$ cat config.mk
export PLATFORM = sky130hd
export DESIGN_NAME = two_ch_readout
export DESIGN_NICKNAME = d
export VERILOG_FILES = /design/src/rtl/two_ch_readout.sv
export SDC_FILE = /design/constraint.sdc
export NUM_CORES = 1
export LEC_CHECK = 0
export ABC_AREA = 1
export BUFFER_PORTS_ARGS = -buffer_cell sky130_fd_sc_hd__buf_4
export CAP_MARGIN = 20
export CELL_PAD_IN_SITES_DETAIL_PLACEMENT = 1
export CELL_PAD_IN_SITES_GLOBAL_PLACEMENT = 1
export CORE_MARGIN = 5
export CORE_UTILIZATION = 34
export CTS_CLUSTER_DIAMETER = 120
export DETAILED_ROUTE_END_ITERATION = 12
export PLACE_DENSITY = 0.86
export REMOVE_ABC_BUFFERS = 1
export SYNTH_ARGS = -nofsm -noshare
export SYNTH_HDL_FRONTEND = slang
export SYNTH_SLANG_ARGS = --single-unit
$ cat constraint.sdc
create_clock -name clk -period 1.72 [get_ports clk]
set_input_delay 0.344 -clock clk [delete_from_list [all_inputs] [get_ports clk]]
set_output_delay 0.344 -clock clk [all_outputs]
set_load 0.01 [all_outputs]
$ cat src/rtl/two_ch_readout.sv
// two_ch_readout: once armed, waits for both channel buffers to fill, then sweeps
// read_index 0..N-1. Each A/B sample pair is packed into one 32-bit word and
// streamed on a valid/ready interface, with out_last on the final word.
module two_ch_readout #(
  parameter int DATA_W = 14,
  parameter int ADDR_W = 10,
  parameter int RD_LAT = 1
) (
  input  logic              clk,
  input  logic              reset,
  input  logic              start,
  input  logic [ADDR_W-1:0] sample_count,
  input  logic              done_A,
  input  logic              done_B,
  output logic [ADDR_W-1:0] read_index,
  input  logic [DATA_W-1:0] data_in_A,
  input  logic [DATA_W-1:0] data_in_B,
  output logic [31:0]       out_data,
  output logic              out_valid,
  input  logic              out_ready,
  output logic              out_last,
  output logic              busy,
  output logic              frame_done
);

  // Latency counter runs 0..RD_LAT-1; keep it at least one bit wide.
  localparam int LAT_W = (RD_LAT > 1) ? $clog2(RD_LAT) : 1;
  localparam logic [LAT_W-1:0]  LAT_LAST = LAT_W'(RD_LAT - 1);
  localparam logic [ADDR_W-1:0] IDX_ONE  = ADDR_W'(1);

  typedef enum logic [2:0] {
    S_IDLE,
    S_ARMED,
    S_ADDR,
    S_SEND,
    S_DONE
  } state_t;

  state_t            r_state;
  logic [ADDR_W-1:0] r_n;
  logic [ADDR_W-1:0] r_idx;
  logic [LAT_W-1:0]  r_lat;
  logic [31:0]       r_out_data;
  logic              r_out_valid;
  logic              r_out_last;
  logic              r_frame_done;

  // Each sample is zero-extended into its own 16-bit half of the word.
  logic [31:0]       w_word;
  logic              w_is_last;

  assign w_word    = {16'(data_in_A), 16'(data_in_B)};
  // Only consulted when N is non-zero, so N-1 never underflows here.
  assign w_is_last = (r_idx == (r_n - IDX_ONE));

  // Readout sequencer: arm, wait for both buffers, then address/send per index.
  always_ff @(posedge clk) begin
    if (reset) begin
      r_state      <= S_IDLE;
      r_n          <= '0;
      r_idx        <= '0;
      r_lat        <= '0;
      r_out_data   <= '0;
      r_out_valid  <= 1'b0;
      r_out_last   <= 1'b0;
      r_frame_done <= 1'b0;
    end else begin
      r_frame_done <= 1'b0;
      case (r_state)
        S_IDLE: begin
          if (start) begin
            r_n     <= sample_count;
            r_idx   <= '0;
            r_state <= S_ARMED;
          end
        end
        S_ARMED: begin
          if (done_A && done_B) begin
            if (r_n == '0) begin
              r_frame_done <= 1'b1;
              r_state      <= S_DONE;
            end else begin
              r_lat   <= '0;
              r_state <= S_ADDR;
            end
          end
        end
        S_ADDR: begin
          // read_index has been stable since entry; capture on the RD_LAT-th edge.
          if (r_lat == LAT_LAST) begin
            r_out_data  <= w_word;
            r_out_valid <= 1'b1;
            r_out_last  <= w_is_last;
            r_state     <= S_SEND;
          end else begin
            r_lat <= r_lat + LAT_W'(1);
          end
        end
        S_SEND: begin
          if (out_ready) begin
            r_out_valid <= 1'b0;
            if (r_out_last) begin
              r_out_last   <= 1'b0;
              r_frame_done <= 1'b1;
              r_state      <= S_DONE;
            end else begin
              r_idx   <= r_idx + IDX_ONE;
              r_lat   <= '0;
              r_state <= S_ADDR;
            end
          end
        end
        S_DONE: begin
          // frame_done is high for this single cycle; start here is ignored.
          r_state <= S_IDLE;
        end
        default: r_state <= S_IDLE;
      endcase
    end
  end

  assign read_index = r_idx;
  assign out_data   = r_out_data;
  assign out_valid  = r_out_valid;
  assign out_last   = r_out_last;
  assign frame_done = r_frame_done;
  assign busy       = (r_state != S_IDLE);

endmodule

==> impl_metrics.prom <==
# TYPE chip_impl_metric gauge
chip_impl_metric{name="dieWidth",unit="um"} 97.70
chip_impl_metric{name="peakVddDrop",unit="mV"} 0.4487
chip_impl_metric{name="die_area",unit="um2"} 9545
chip_impl_metric{name="finClkSkew",unit="ns"} 0.007366
chip_impl_info{name="crit_path_start",value="r_state[0]$_SDFFE_PP0P_"} 1
chip_impl_metric{name="pre_cts_ws",unit="ns"} 0.1320
chip_impl_metric{name="hold_critical_path_depth",unit=""} 3
chip_impl_metric{name="clkTransAtPathRegs",unit="ns"} 0.10
chip_impl_metric{name="ys.warnings.count",unit=""} 0
chip_impl_metric{name="finalWorstSetupSlack",unit="ns"} 0.07720
chip_impl_metric{name="initial_utilization",unit=""} 0.3437
chip_impl_metric{name="postRouteAntennaNets",unit=""} 0
chip_impl_metric{name="final_layout_size_suffix_gt1_frac",unit=""} 0.2637
chip_impl_metric{name="num_vias",unit=""} 2812
chip_impl_metric{name="floorplan.io_pins",unit=""} 90
chip_impl_metric{name="buffer_ports.inserted",unit=""} 85
chip_impl_metric{name="die_boundary_height",unit="um"} 97.70
chip_impl_info{name="cpMostUsedCell",value="inv_1"} 1
chip_impl_info{name="crit-reg2reg-launch",value="r_state[0]$_SDFFE_PP0P_"} 1
chip_impl_metric{name="synth-edff-count",unit=""} 0
chip_impl_metric{name="finalCritPeriodShare",unit=""} 0.9551
chip_impl_metric{name="synth-async-reset-ratio",unit=""} 0
chip_impl_metric{name="clk_latency",unit="ns"} 0.32
chip_impl_metric{name="critical_path_arrival",unit="ns"} 1.30
chip_impl_info{name="synth_ff_type",value="dfxtp_1"} 1
chip_impl_metric{name="area_of_combinational_cells_with_multiple_inputs",unit="um2"} 1309
chip_impl_metric{name="h-tree-depth",unit=""} 2
chip_impl_metric{name="buffers_plus_inverters_on_the_worst_setup_path",unit=""} 3
chip_impl_metric{name="min_period",unit="ns"} 1.643
chip_impl_metric{name="setup.reg_to_reg.worst_slack",unit="ns"} 0.14
chip_impl_info{name="critical_path.slowest_cell",value="dfxtp_1"} 1
chip_impl_metric{name="yosys.cell_types.count",unit=""} 33
chip_impl_info{name="cpLargestDelayFamily",value="flip-flops"} 1
chip_impl_info{name="worstHoldPathType",value="primary input to flop"} 1
chip_impl_metric{name="global_route_wire_length_before_repair",unit="um"} 14100
chip_impl_metric{name="drc",unit=""} 0
chip_impl_metric{name="synth-seq-area-share",unit=""} 0.4134
chip_impl_metric{name="grt_pass1_vias",unit=""} 2988
chip_impl_metric{name="routed_via_count_divided_by_cell_count",unit=""} 4.882
chip_impl_info{name="critical_path_cell_by_cell",value="nor2_2 -> inv_1 -> nor2_4 -> inv_1 -> buf_4"} 1
chip_impl_metric{name="max_cap_viol_count",unit=""} 0
chip_impl_metric{name="first_iter_violations",unit=""} 78
chip_impl_info{name="crit_type",value="flop to output port"} 1
chip_impl_metric{name="antenna-diode-count",unit=""} 0
chip_impl_metric{name="critPathMaxFanout",unit=""} 5
chip_impl_info{name="timing.critical_path.from_type",value="flop"} 1
chip_impl_metric{name="timing.critical_path.required",unit="ns"} 1.38
chip_impl_metric{name="grt_use_total",unit=""} 0.1775
chip_impl_metric{name="hold-worst-slack",unit="ns"} 0.2712
chip_impl_metric{name="last_weighted_congestion_value_of_the_routability_driven_placer",unit=""} 0.8594
chip_impl_metric{name="total_clock_sinks",unit=""} 54
chip_impl_metric{name="clock_tree.buffer_depth",unit=""} 2
chip_impl_info{name="crit_path_end_kind",value="output port"} 1
chip_impl_metric{name="netlist_area",unit="um2"} 2615
chip_impl_info{name="hold_path.startpoint",value="data_in_A[1]"} 1
chip_impl_metric{name="postCtsHoldBufs",unit=""} 0
chip_impl_metric{name="achievable-frequency",unit="MHz"} 608.7
chip_impl_metric{name="gr-total-overflow",unit=""} 0
chip_impl_info{name="r2r-end",value="read_index[3]$_SDFFE_PP0P_"} 1
chip_impl_info{name="hold_path_end",value="out_data[17]$_SDFFE_PP0P_"} 1
chip_impl_info{name="status",value="complete, no violations"} 1
chip_impl_metric{name="initial_antenna_violation_count",unit=""} 0
chip_impl_metric{name="rr_worst_depth",unit=""} 8
chip_impl_metric{name="detail_route.first_pass.iterations",unit=""} 4
chip_impl_metric{name="ff_latch_area",unit="um2"} 1082
chip_impl_metric{name="cellLeakagePower",unit="nW"} 1.610
chip_impl_metric{name="fp.coreArea",unit="um2"} 7607
chip_impl_metric{name="post_synth_inst_count",unit=""} 384
chip_impl_info{name="unrepaired_setup_endpoints_after_global_routing",value="yes"} 1
chip_impl_metric{name="dp_hpwl",unit="um"} 6582
chip_impl_metric{name="ys_ff_latch",unit=""} 54
chip_impl_metric{name="layout.filler_cells",unit=""} 1018
chip_impl_metric{name="pin_count_of_the_biggest_net_entering_global_routing",unit=""} 29
chip_impl_metric{name="finalSetupViolations",unit=""} 0
chip_impl_metric{name="timing.critical_path.slowest_cell_delay",unit="ns"} 0.36
chip_impl_info{name="clock_tree_from_tritoncts",value="built"} 1
chip_impl_metric{name="nets",unit=""} 520
chip_impl_metric{name="finalHoldViolations",unit=""} 0
chip_impl_metric{name="drt-wirelength-per-cell",unit="um"} 14.66
chip_impl_metric{name="power.density",unit="nW/um2"} 964.2
chip_impl_metric{name="synth_area_per_cell",unit="um2"} 6.810
chip_impl_metric{name="floorplan.rows",unit=""} 32
chip_impl_info{name="clockRootBuffer",value="clkbuf_8"} 1
chip_impl_metric{name="numCtsBuffers",unit=""} 5
chip_impl_metric{name="layout-area-overhead-vs-synth",unit="%"} 34.07
chip_impl_metric{name="slew_viol_final",unit=""} 0
chip_impl_metric{name="route.final.wire_length",unit="um"} 8442
[through the flow]
| step | power (W) | TNS (ns) | instances | area (um2) | utilization |
|---|---|---|---|---|---|
| global placement | 0.002432 | 0 | 563 | 3353 | 0.4408 |
| floorplan | 0.002052 | -0.05069 | 367 | 2520 | - |
| finish | 0.003380 | 0 | 576 | 3506 | 0.4609 |
| global route | 0.003600 | -0.007104 | 576 | 3506 | 0.4609 |
| detailed placement | 0.002481 | 0 | 563 | 3353 | 0.4408 |
| CTS | 0.003364 | 0 | 571 | 3463 | 0.4553 |
[cell families (layout without fill, tap and decap cells)]
| family | Yosys count | after routing | synth area share |
|---|---|---|---|
| compound gates | 71 | 71 | 0.1431 |
| other cells | 1 | 4 | 0.001434 |
| flops | 54 | 54 | 0.4134 |
| buf+inv | 57 | 143 | 0.09474 |
| xor+xnor | 7 | 7 | 0.02345 |
| simple gates | 191 | 192 | 0.3096 |
| fa+ha+maj | 3 | 3 | 0.01436 |
[routing by layer]
layer  wire [um]  global-route usage  vias to the layer above
li1            -                   -                     1394
met1        3458              0.1926                     1332
met2        4088              0.3121                       75
met3         792             0.08256                       11
met4         102             0.04686                        0
met5           0                   0                        -
[layout make-up]
class,count,share of cell area
multi-input cells,277,0.3733
clock inverters,2,0.01071
repair buffers,98,0.2099
inverters,37,0.04033
clock buffers,6,0.02070
flip-flops and latches,54,0.3087
well taps,102,0.03640
[Yosys cell counts (2+ instances only)]
cell      count  area [um2]
xor2_1        3       26.28
ha_1          3       37.54
nand4_1       6       37.54
nand2_1      70       262.8
clkbuf_2      3       15.01
clkbuf_1      7       26.28
nor2_4        2       22.52
nor3_2        2       20.02
o21ai_0      41       205.2
a211oi_1      3       22.52
dfxtp_1      54        1081
xnor2_1       4       35.03
buf_2         4       20.02
inv_1        34       127.6
buf_4         4       30.03
inv_2         2       7.510
nor2_1       82       307.8
nand3_1      17       85.08
nand2_2       4       25.02
a21oi_1      23       115.1
nor3_1        4       20.02
[state kept, by name, indices dropped and copies added, names as in the netlist]
register and count:
frame_done 1, out_data 28, out_last 1, out_valid 1
r_n 10, r_state 3, read_index 10
[placed cells by master (no fill, tap or decap)]
cell and count:
buf_4 98, nand3_1 17, nor3_2 2, ha_2 1, and3_1 1, o31ai_1 1
clkbuf_8 5, nand4_1 6, nor2_4 2, bufinv_16 1, inv_2 3, a21oi_1 23
nor2_2 2, clkinvlp_4 1, or2_2 1, clkbuf_1 1, a211oi_1 3, o21ai_0 41
nor2_1 82, o21bai_1 1, inv_1 33, xnor2_1 4, ha_1 2, nor3_1 4
nand2_2 5, nand3_2 1, inv_4 1, dfxtp_1 53, o21ai_2 1, nand2_1 69
xor2_1 3, dfxtp_2 1, a21o_1 1, conb_1 4
[repair_timing]
item | 4_1_cts | 5_1_grt
gates resized for setup | 0 | 4
endpoints found under the setup margin | 0 | 5
buffers inserted | 0 | 4
[worst max-delay path by stage]
stage | to | cells after the start
2_1_floorplan | r_state[1]$_SDFFE_PP0P_ | 6
5_1_grt | read_index[5]$_SDFFE_PP0P_ | 10
3_5_place_dp | read_index[6]$_SDFFE_PP0P_ | 7
3_3_place_gp | read_index[6]$_SDFFE_PP0P_ | 7
4_1_cts | busy | 5
6_report | busy | 5
[power breakdown]
group	internal, W	switching (W)	leakage [nW]
combinational	0.000440	0.000595	1.12
clock	0.000435	0.000438	0.0514
sequential	0.00137	0.0000982	0.440
total	0.00225	0.00113	1.61
[worst min-delay path, delay by kind of cell]
kind | cells | cell delay [ns]
and+or+nand+nor | 1 | 0.07
buffers and inverters | 1 | 0.07
AOI/OAI and AO/OA | 1 | 0.07
(Power assumes the default switching activity.)
